`config.mk`:
```
export PLATFORM = sky130hd
export DESIGN_NAME = gameover_detect
export DESIGN_NICKNAME = d
export VERILOG_FILES = /design/src/rtl/gameover_detect.sv
export SDC_FILE = /design/constraint.sdc
export NUM_CORES = 1
export LEC_CHECK = 0
export ABC_AREA = 1
export BUFFER_PORTS_ARGS = -buffer_cell sky130_fd_sc_hd__buf_2
export CAP_MARGIN = 20
export CORE_UTILIZATION = 35
export DETAILED_ROUTE_END_ITERATION = 12
export PLACE_DENSITY = 0.59
export SYNTH_ARGS = -nofsm -noshare
export SYNTH_HDL_FRONTEND = slang
export SYNTH_SLANG_ARGS = --single-unit
```
`constraint.sdc`:
```
create_clock -name clk -period 6.06 [get_ports clk]
set_input_delay 0.303 -clock clk [delete_from_list [all_inputs] [get_ports clk]]
set_output_delay 0.303 -clock clk [all_outputs]
set_load 0.02 [all_outputs]
```
`src/rtl/gameover_detect.sv`:
```
// gameover_detect: round timer, Tom/Jerry collision and game-over code/restart pulse (optional cheese win under GAMEOVER_CHEESE_EN)
module gameover_detect #(
  parameter int GAME_SECONDS = 60,
  parameter int FRAMES_PER_SEC = 60,
  parameter int HIT_DIST = 16,
  parameter int HIT_FRAMES = 3
) (
  input  logic        clk,
  input  logic        rst,
  input  logic        frame_tick,
  input  logic        start,
  input  logic [11:0] tom_x,
  input  logic [11:0] tom_y,
  input  logic [11:0] jerry_x,
  input  logic [11:0] jerry_y,
  input  logic        cheese_hit,
  output logic [1:0]  gameover,
  output logic        reset,
  output logic        playing,
  output logic [7:0]  time_left
);
  localparam int SW = $clog2(FRAMES_PER_SEC + 1);
  localparam int HW = $clog2(HIT_FRAMES + 1);
  typedef enum logic [1:0] {IDLE, PLAY, DONE, CLEAR} state_t;
  state_t state, state_n;
  logic start_q, start_rise, collide, wrap, caught, expired, cheese_win;
  logic [SW-1:0] sec_cnt, sec_n;
  logic [HW-1:0] hit_cnt, hit_n, hit_inc;
  logic [7:0] time_n;
  logic [1:0] go_n;
  logic [11:0] dx, dy;
  assign start_rise = start & ~start_q;
  assign playing = state == PLAY;
  assign reset = state == CLEAR;
`ifdef GAMEOVER_CHEESE_EN
  logic [3:0] cheese_cnt;
  assign cheese_win = cheese_hit && cheese_cnt == 4'd9;
  always_ff @(posedge clk)
    cheese_cnt <= rst || state == CLEAR ? 4'd0 : state == PLAY ? cheese_cnt + 4'(cheese_hit) : cheese_cnt;
`else
  logic unused_cheese;
  assign unused_cheese = cheese_hit;
  assign cheese_win = 1'b0;
`endif
  always_comb begin
    dx = tom_x >= jerry_x ? tom_x - jerry_x : jerry_x - tom_x;
    dy = tom_y >= jerry_y ? tom_y - jerry_y : jerry_y - tom_y;
    collide = dx < 12'(HIT_DIST) && dy < 12'(HIT_DIST);
    hit_inc = !collide ? '0 : hit_cnt == HW'(HIT_FRAMES) ? hit_cnt : hit_cnt + 1'b1;
    wrap = sec_cnt == SW'(FRAMES_PER_SEC - 1);
    caught = frame_tick && hit_inc == HW'(HIT_FRAMES);
    expired = frame_tick && wrap && time_left == 8'd1;
    state_n = state;
    sec_n = sec_cnt;
    hit_n = hit_cnt;
    time_n = time_left;
    go_n = gameover;
    case (state)
      IDLE: state_n = start_rise ? PLAY : IDLE;
      PLAY: begin
        if (frame_tick) begin
          sec_n = wrap ? '0 : sec_cnt + 1'b1;
          hit_n = hit_inc;
          time_n = wrap ? time_left - 8'd1 : time_left;
        end
        // catch outranks cheese, cheese outranks timer expiry
        if (caught || cheese_win || expired) begin
          state_n = DONE;
          go_n = caught ? 2'b01 : cheese_win ? 2'b11 : 2'b10;
        end
      end
      DONE: if (start_rise) begin
        state_n = CLEAR;
        go_n = 2'b00;
      end
      default: begin
        state_n = IDLE;
        sec_n = '0;
        hit_n = '0;
        time_n = 8'(GAME_SECONDS);
      end
    endcase
  end
  always_ff @(posedge clk) begin
    if (rst) begin
      state <= IDLE;
      start_q <= 1'b0;
      sec_cnt <= '0;
      hit_cnt <= '0;
      time_left <= 8'(GAME_SECONDS);
      gameover <= 2'b00;
    end else begin
      state <= state_n;
      start_q <= start;
      sec_cnt <= sec_n;
      hit_cnt <= hit_n;
      time_left <= time_n;
      gameover <= go_n;
    end
  end
endmodule

```
# Word-level counts from Yosys, hierarchy flattened
# Cells that the tools add are included.
# op_classes
n_addsub	7
order_cmp	4
n_eq_ne	11
muxes	20
bitwise	3
n_reduce_logical	12
# ops
operator	n
12-bit subtractor	4
12-bit greater-or-equal comparator	2
12-bit by 5-bit < comparator with 1-bit output (second input constant)	2
12-bit 2-to-1 mux	2
2-bit 2-to-1 mux	8
8-bit 2-to-1 mux	2
8-bit one-hot mux with 2 select lines	1
6-bit 2-to-1 mux	2
6-bit one-hot mux with 2 select lines	1
2-bit == test (second input constant)	4
8-bit by 1-bit == test with 1-bit output (second input constant)	1
2-bit one-hot mux with 2 select lines	2
8-bit by 1-bit subtractor with 8-bit output (second input constant)	1
6-bit by 1-bit adder with 6-bit output (second input constant)	1
6-bit == test (second input constant)	1
2-bit one-hot mux with 3 select lines	1
3-bit AND reduction	2
1-bit logical AND	4
2-bit by 1-bit != test with 1-bit output (second input constant)	2
2-bit != test (second input constant)	2
2-bit AND reduction	2
2-bit by 1-bit adder with 2-bit output (second input constant)	1
2-bit by 1-bit == test with 1-bit output (second input constant)	1
2-bit logical NOT	1
other kinds (6)	7
# totals
register_bits	21
output_inout_bits	12
elab_cells	63

# Longest topological paths before layout
# Gate-level depths: netlist of the first run.
# logic_depth
depth_word	10
mapped_depth	23
ltp_nobuf	22

# Worst setup path after synthesis of the first run
# Ideal clock, no wire load.
# synth_path
path_kind	input-to-reg
start	in tom_x[6]
end	reg gameover[0]
t_arrival_ps	2091
required_time_ps	5995
slack_ps	3904
path_stages	20
path_buffers	1
cell_sequence	inv_1 -> ha_1 -> buf_6 -> nand2_2 -> inv_1 -> nand2_1 -> nand2_1 -> a21oi_1 -> nand2_4 -> inv_4 -> nand3_1 -> nand2_1 -> nand2_1 -> nor2_1 -> nand4_2 -> nand2_2 -> nand3_2 -> nand2_1 -> nand2_1 -> nor2_1
# synth_via
elab_chain_len	10
word_cells_on_any_way	15
# synth_rtl
element	line	text
from (decl)	12	input logic [11:0] tom_x,
12-bit subtractor or 12-bit greater-or-equal comparator (tied branches)	46	dx = tom_x >= jerry_x ? tom_x - jerry_x : jerry_x - tom_x;
12-bit 2-to-1 mux (*)	46	
12-bit by 5-bit < comparator with 1-bit output (*)	48	collide = dx < 12'(HIT_DIST) && dy < 12'(HIT_DIST);
1-bit logical AND (*)	48	
2-bit 2-to-1 mux (*)	49	hit_inc = !collide ? '0 : hit_cnt == HW'(HIT_FRAMES) ? hit_cnt : hit_cnt + 1'b1;
2-bit == test (*)	51	caught = frame_tick && hit_inc == HW'(HIT_FRAMES);
1-bit logical AND (*)	51	
2-bit 2-to-1 mux or 1-bit logical OR (tied branches)	69, 67	
2-bit 2-to-1 mux or 2-bit by 1-bit != test with 1-bit output (tied branches)	--	
2-bit one-hot mux with 2 select lines or 3-bit AND reduction (tied branches)	--	
to (signal assigned)	98	gameover <= go_n;
to (decl)	17	output logic [1:0] gameover,
# Mark *: on every way between the ends. The rest lies on a longest branch, timed or not. The select of a mux whose other input is x is not followed.
# A chain may end at the register's enable or synchronous reset.

# Worst setup path in the final report of the first run
# layout_path
start	reg state[0]
end	reg time_left[7]
# layout_via
elab_chain_len	4
word_cells_on_any_way	9
# layout_rtl
element	line	text
from (decl)	25	state_t state, state_n;
from (signal assigned)	93	state <= state_n;
2-bit == test or 2-bit logical NOT (tied branches)	58	case (state)
2-bit OR reduction (no line)	--	
1-bit inverter (no line)	--	
3-bit AND reduction (no line)	--	
to (signal assigned)	90	time_left <= 8'(GAME_SECONDS);
to (signal assigned)	97	time_left <= time_n;
to (decl)	20	output logic [7:0] time_left
# Several ways; a longest one is shown, not always the timed one.

==> results of run 1 <==
## worst paths after layout
kind	end	cells after the start	startpoint	slack, ns
worst max-delay path	time_left[7]	12	state[0]	3.50
worst min-delay path	start_q	3	start	0.29
worst max register to register	time_left[7]	12	state[0]	3.50
worst min register to register	hit_cnt[0]	2	hit_cnt[0]	0.48
## sequential cells by signal, summed over array words and instances (netlist names)
name       cells
gameover       2
hit_cnt        2
sec_cnt        6
start_q        1
state          2
time_left      8
## layer usage
layer  vias to the layer above  track usage  share of wire
li1                       2423            -              -
met1                      1861        0.219           0.51
met2                        75        0.296           0.46
met3                         4       0.0137          0.025
met4                         0       0.0171         0.0043
met5                         -            0              0
## area by class of cell
cell class	count	share of cell area
multi-input cells	551	0.638
inverters	176	0.145
flip-flops and latches	21	0.0919
repair buffers	63	0.0689
well taps	140	0.0383
clock buffers	4	0.0172
## worst reg2reg max path: cells and delay by family (launching register included)
kind / cells / cell delay [ns]
simple gates: 6 / 1.06
compound gates: 4 / 0.71
flops: 1 / 0.41
fa+ha+maj: 1 / 0.24
buf+inv: 1 / 0.09
## logic make-up (layout without fill, tap and decap cells)
logic type	after synthesis	after routing	share of synthesized area
buf+inv	178	243	0.169
compound gates	47	47	0.0631
xor+xnor	6	6	0.0131
flops	21	21	0.105
simple gates	445	445	0.485
fa+ha+maj	53	53	0.165
## layout by cell type, fill, tap and decap left out
master | netlist | layout
nand2_1 | 277 | 277
a21oi_2 | 1 | 1
a211oi_1 | 1 | 1
nor4_1 | 1 | 1
a21oi_1 | 31 | 31
nand2_2 | 17 | 17
nand3_1 | 62 | 62
ha_1 | 53 | 53
xor2_1 | 5 | 5
o21ai_0 | 6 | 6
nor3_1 | 5 | 5
nand4_1 | 22 | 22
a41oi_1 | 1 | 1
and2_1 | 4 | 4
buf_2 | 0 | 63
inv_2 | 13 | 13
nor3b_1 | 2 | 2
inv_4 | 2 | 2
nor3_2 | 2 | 2
xnor2_1 | 1 | 1
or2_2 | 1 | 1
inv_1 | 161 | 161
or2_1 | 1 | 1
o21ai_1 | 4 | 4
clkbuf_1 | 1 | 1
nand2_4 | 2 | 2
o211ai_1 | 2 | 2
nand4_2 | 1 | 1
clkbuf_16 | 0 | 3
o32ai_1 | 1 | 1
nor2_2 | 13 | 13
nor2_1 | 34 | 34
nand3_2 | 1 | 1
dfxtp_1 | 21 | 21
## where the power goes
group | total (mW) | internal (mW) | switching (mW)
Combinational | 0.487 | 0.170 | 0.318
Sequential | 0.173 | 0.157 | 0.0162
Clock | 0.137 | 0.0895 | 0.0475
Total | 0.798 | 0.416 | 0.381
## metrics by stage
stage                     hold WS, ns  worst slack, ns  total power, mW  instance area (um^2)
final                           0.291             3.50            0.798                  4580
after global routing            0.317             3.17            0.891                  4580
after CTS                       0.292             3.51            0.804                  4580
after detailed placement        0.479             3.45            0.663                  4500
after global placement          0.477             3.47            0.663                  4500
after floorplan                 0.436             3.90            0.547                  4020
==> metrics.yaml, run 1 <==
yosys:
  syn_inst: 750
  seq_area_frac_synth: 0.105
  synthArstFlopShare: 0
  synthesis.area_um2: 4020
  synth_common_cells: "nand2_1 (277), inv_1 (161), nand3_1 (62)"
  post-synth-top-count-cell: "nand2_1"
  synthTopCellsByArea: "nand2_1 (26%), ha_1 (16%), inv_1 (15%)"
  synth_seq_cells: 21
  portion_of_synthesized_cell_area_occupied_by_the_leading_cell_type: 0.258
  synth-edff-count: 0
  syn-mean-instance-area_um2: 5.36
  netlist.top_cell.by_area: "nand2_1"
  synth_nets: 856
  post_synth_num_cell_types: 33
  yosys_warnings: 0
  synth-main-ff-cell: "dfxtp_1"
routing:
  drt-total-wl_mm: 9.49
  vias_per_cell: 4.57
  drt-initial-drc-count: 158
  detail_routed_net_length_per_standard_cell_um: 9.94
  drt_pass1_iterations: 5
  dr_total_vias: 4363
  route.antenna.remaining_nets: 0
  post-route-drc-count: 0
critical_path:
  worstPathMaxFanout: 8
  critical_path.max_stage_delay_ns: 0.41
  critPathCaptureType: "register"
  critical_path_required_ns: 6.25
  cpLargestDelayFamily: "simple AND/OR/NAND/NOR gates"
  timing.critical_path.cells: "inv_1 > ha_1 > nor2_1 > o21ai_1 > a21oi_1 > nand2_1 > nor3_1 > nand2_1 > or2_1 > nor2_1 > o21ai_0 > a21oi_1"
  critical_path_top_delay_cell: "dfxtp_1"
  worst-path-buf-inv: 1
  path_class: "register to register"
  setup.worst_path.start_class: "register"
  cp.arrival_ns: 2.75
die:
  placement_rows: 38
  fp.coreArea_um2: 11000
  dieHeight_um: 109
  die_ar_um2: 11900
  fp.dieW_um: 109
  boundaryPins: 65
  initial_utilization: 0.365
grt:
  grt-ovfl-total: 0
  maximum_number_of_pins_on_one_net_before_global_route_repair: 13
  first_global_vias: 3808
  grt_antenna_before_repair: 0
  grtUsageTotal: 0.164
  grt_pass1_wl_mm: 16.1
cells_and_area:
  finish.net_count: 922
  stdcell_count: 955
  layout.core_utilization: 0.415
  insertedDiodeCount: 0
  multiInputGateArea_um2: 2920
  area_delta_synth_final_pct: 13.8
  fraction_of_final_layout_cells_sized_beyond_drive_strength_1: 0.146
  fillerInstances: 1279
  layout.area.seq_um2: 420
cts:
  clock_tree.root_cell: "clkbuf_16"
  max-clock-path-buffers: 2
  clkTransAtPathRegs_ns: 0.05
  cts_buffers: 3
  clock_tree.htree_level_count: 1
  cts_tree: "yes"
  cts_resized: 0
  clkSinkCount: 21
  worstSkewPairLatency_ns: 0.25
  cts_hold_repair.buffers: 0
  post-cts-setup-buffer-count: 0
pwr:
  powerDensity_nw_per_um2: 174
  total_leakage_power_nw: 2.82
  peakVddDrop_uv: 111
placed_design:
  finalWeightedCongestion: 0.873
  port_buffers: 63
  hpwl_mm: 8.23
  placed_cells_incl_taps: 951
status:
  run_status: "finished clean"
sta:
  layout_worst_path_cycle_share: 0.423
  timing.final.max_slew_violations: 0
  final.min_clock_period_ns: 2.56
  tns_ns: 0
  max_clock_freq_mhz: 390
  max_slew_margin: 0.627
  hold_viol_final: 0
  worst-slew-pin-transition_ns: 0.553
  grt_setup_unrepaired: "false"
  finalSetupViolCount: 0
  skew_ns: 0.00192
min_path:
  hold_class: "input port to register"
flow_run:
  cap_violations: 0
No activity file was read; power rests on OpenSTA's default activity.
==> run 2: changes to the inputs <==
clock period = 2.7 ns   (was 6.06 ns; I/O delays follow)
==> run 2 against run 1 <==
  * Clock power up 130%
  * Largest cell class unchanged
  * Critical endpoint unchanged
  * Power up 130%
  * First-iteration DRC count down 8.2%
==> metrics.yaml, run 2 (same netlist as run 1, synthesis figures left out) <==
cts:
  cts_tree: "yes"
  clkTransAtPathRegs_ns: 0.05
  cts_buffers: 3
  clkSinkCount: 21
  clock_tree.htree_level_count: 1
  max-clock-path-buffers: 2
  cts_hold_repair.buffers: 0
  worstSkewPairLatency_ns: 0.25
  clock_tree.root_cell: "clkbuf_16"
min_path:
  hold-path-cell-count: 3
  holdCritStartpoint: "start"
  hold_class: "input port to register"
  holdPathEnd: "start_q"
routing:
  drt-total-wl_mm: 9.40
  dr_total_vias: 4250
  drt_pass1_iterations: 4
  route.antenna.remaining_nets: 0
  vias_per_cell: 4.45
  detail_routed_net_length_per_standard_cell_um: 9.83
  drt-initial-drc-count: 145
  post-route-drc-count: 0
placed_design:
  post_dp_cell_area_um2: 4510
  hpwl_mm: 8.12
  finalWeightedCongestion: 0.869
  port_buffers: 63
grt:
  grt_antenna_before_repair: 0
  grt.met3_usage: 0.0132
  grt_busiest_layer: "met2"
  grtUsageTotal: 0.163
  maximum_number_of_pins_on_one_net_before_global_route_repair: 13
  grtUsageMet2: 0.284
  grt_pass1_wl_mm: 16.1
  grt_util_met1: 0.224
  first_global_vias: 3733
  grt-ovfl-total: 0
sta:
  timing.final.max_slew_violations: 0
  skew_ns: 0.00203
  worst-slew-pin-transition_ns: 0.546
  finalSetupViolCount: 0
  tns_ns: 0
  grt_setup_unrepaired: "false"
  layout_worst_path_cycle_share: 0.839
  max_clock_freq_mhz: 442
  max_slew_margin: 0.632
  final_hold_slack_ns: 0.128
  hold_viol_final: 0
  final.min_clock_period_ns: 2.26
cells_and_area:
  largestRegisters: "time_left (8), sec_cnt (6)"
  largest_register_ff_count: 8
  insertedDiodeCount: 0
  mostFrequentLayoutCells: "nand2_1 (277), inv_1 (161), buf_2 (63), nand3_1 (62), ha_1 (53)"
  finish.net_count: 923
  multiInputGateArea_um2: 2930
  layout.area.seq_um2: 420
  largest_register: "time_left"
  area_delta_synth_final_pct: 14.1
  layout.cell_area.non_filler_um2: 4590
  final_common_cell: "nand2_1"
  fillerInstances: 1274
  fraction_of_final_layout_cells_sized_beyond_drive_strength_1: 0.148
die:
  placement_rows: 38
  boundaryPins: 65
  die_ar_um2: 11900
  initial_utilization: 0.365
  fp.coreArea_um2: 11000
  fp.dieW_um: 109
  dieHeight_um: 109
critical_path:
  worstReg2RegStart: "state[0]"
  path_class: "register to register"
  worstPathMaxFanout: 5
  timing.critical_path.cells: "inv_1 > ha_1 > nor2_1 > o21ai_1 > a21oi_1 > nand2_1 > nor3_2 > nand2_1 > or2_1 > nor2_1 > o21ai_0 > a21oi_1"
  critical_path.max_stage_delay_ns: 0.41
  critical_path_top_delay_cell: "dfxtp_1"
  cp.arrival_ns: 2.45
  worst_r2r_endpoint: "time_left[7]"
  r2r_slack_ns: 0.44
  worstRegToRegCells: 12
  critPathCaptureType: "register"
  setup.worst_path.start_class: "register"
  critical_path_required_ns: 2.89
pwr:
  pwr-share-seq: 0.217
  powerDensity_nw_per_um2: 393
  internal_power_mw: 0.946
  peakVddDrop_uv: 281
  total_leakage_power_nw: 2.83
  power.share.clock: 0.171
  net-switching-power_mw: 0.860
  p_sw_frac: 0.476
  power.share.combinational: 0.612
flow_run:
  cap_violations: 0
status:
  run_status: "finished clean"
==> run 2: changes by cell type in the layout (fill, tap and decap cells not counted) <==
cell    change
buf_4       +1
nor3_1      -1
nor3_2      +1
==> run 2: layer usage <==
metal / vias up / share of wire
li1: 2423 / -
met1: 1764 / 0.51
met2: 61 / 0.46
met3: 2 / 0.027
met4: 0 / 0.0028
met5: - / 0
==> run 2: through the flow <==
step           cells  setup WS (ns)  total power, mW  utilization
6_report         956          0.436             1.81        0.416
5_1_grt          956          0.130             2.01        0.416
4_1_cts          956          0.323             1.82        0.416
3_5_place_dp     952          0.307             1.50        0.408
3_3_place_gp     952          0.322             1.51        0.408
2_1_floorplan    750          0.545             1.23            -
==> run 2: repair_timing <==
item,CTS,global route
gates resized for setup,0,1
endpoints found under the setup margin,0,1
endpoints found under the hold margin,0,0
buffers inserted,0,0
==> run 2: layout make-up <==
class,count,share of cell area
Tap cell,140,0.0382
Timing Repair Buffer,64,0.0703
Inverter,176,0.145
Clock buffer,4,0.0172
Sequential cell,21,0.0916
Multi-Input combinational cell,551,0.638
==> run 2: worst max-delay path, delay by kind of cell (launching register included) <==
kind | cells | cell delay, ns
AOI/OAI and AO/OA | 4 | 0.54
adders and majority gates | 1 | 0.23
buffers and inverters | 1 | 0.09
DFF | 1 | 0.41
and+or+nand+nor | 6 | 0.95
==> run 2: power groups by stage <==
stage	clock, mW	combinational [mW]	sequential (mW)
finish	0.309	1.11	0.391
global route	0.334	1.28	0.397
CTS	0.316	1.11	0.390
detailed placement	0	1.10	0.397
global placement	0	1.11	0.396
floorplan	0	0.805	0.423
==> run 2: worst max-delay path by stage <==
stage | depth (start not counted) | to | slack [ns] | from
2_1_floorplan | 12 | time_left[7] | 0.55 | state[1]
5_1_grt | 12 | time_left[7] | 0.13 | state[0]
4_1_cts | 12 | time_left[7] | 0.32 | state[0]
3_3_place_gp | 20 | gameover[0] | 0.32 | tom_x[7]
3_5_place_dp | 20 | gameover[0] | 0.31 | tom_x[7]
6_report | 12 | time_left[7] | 0.44 | state[0]
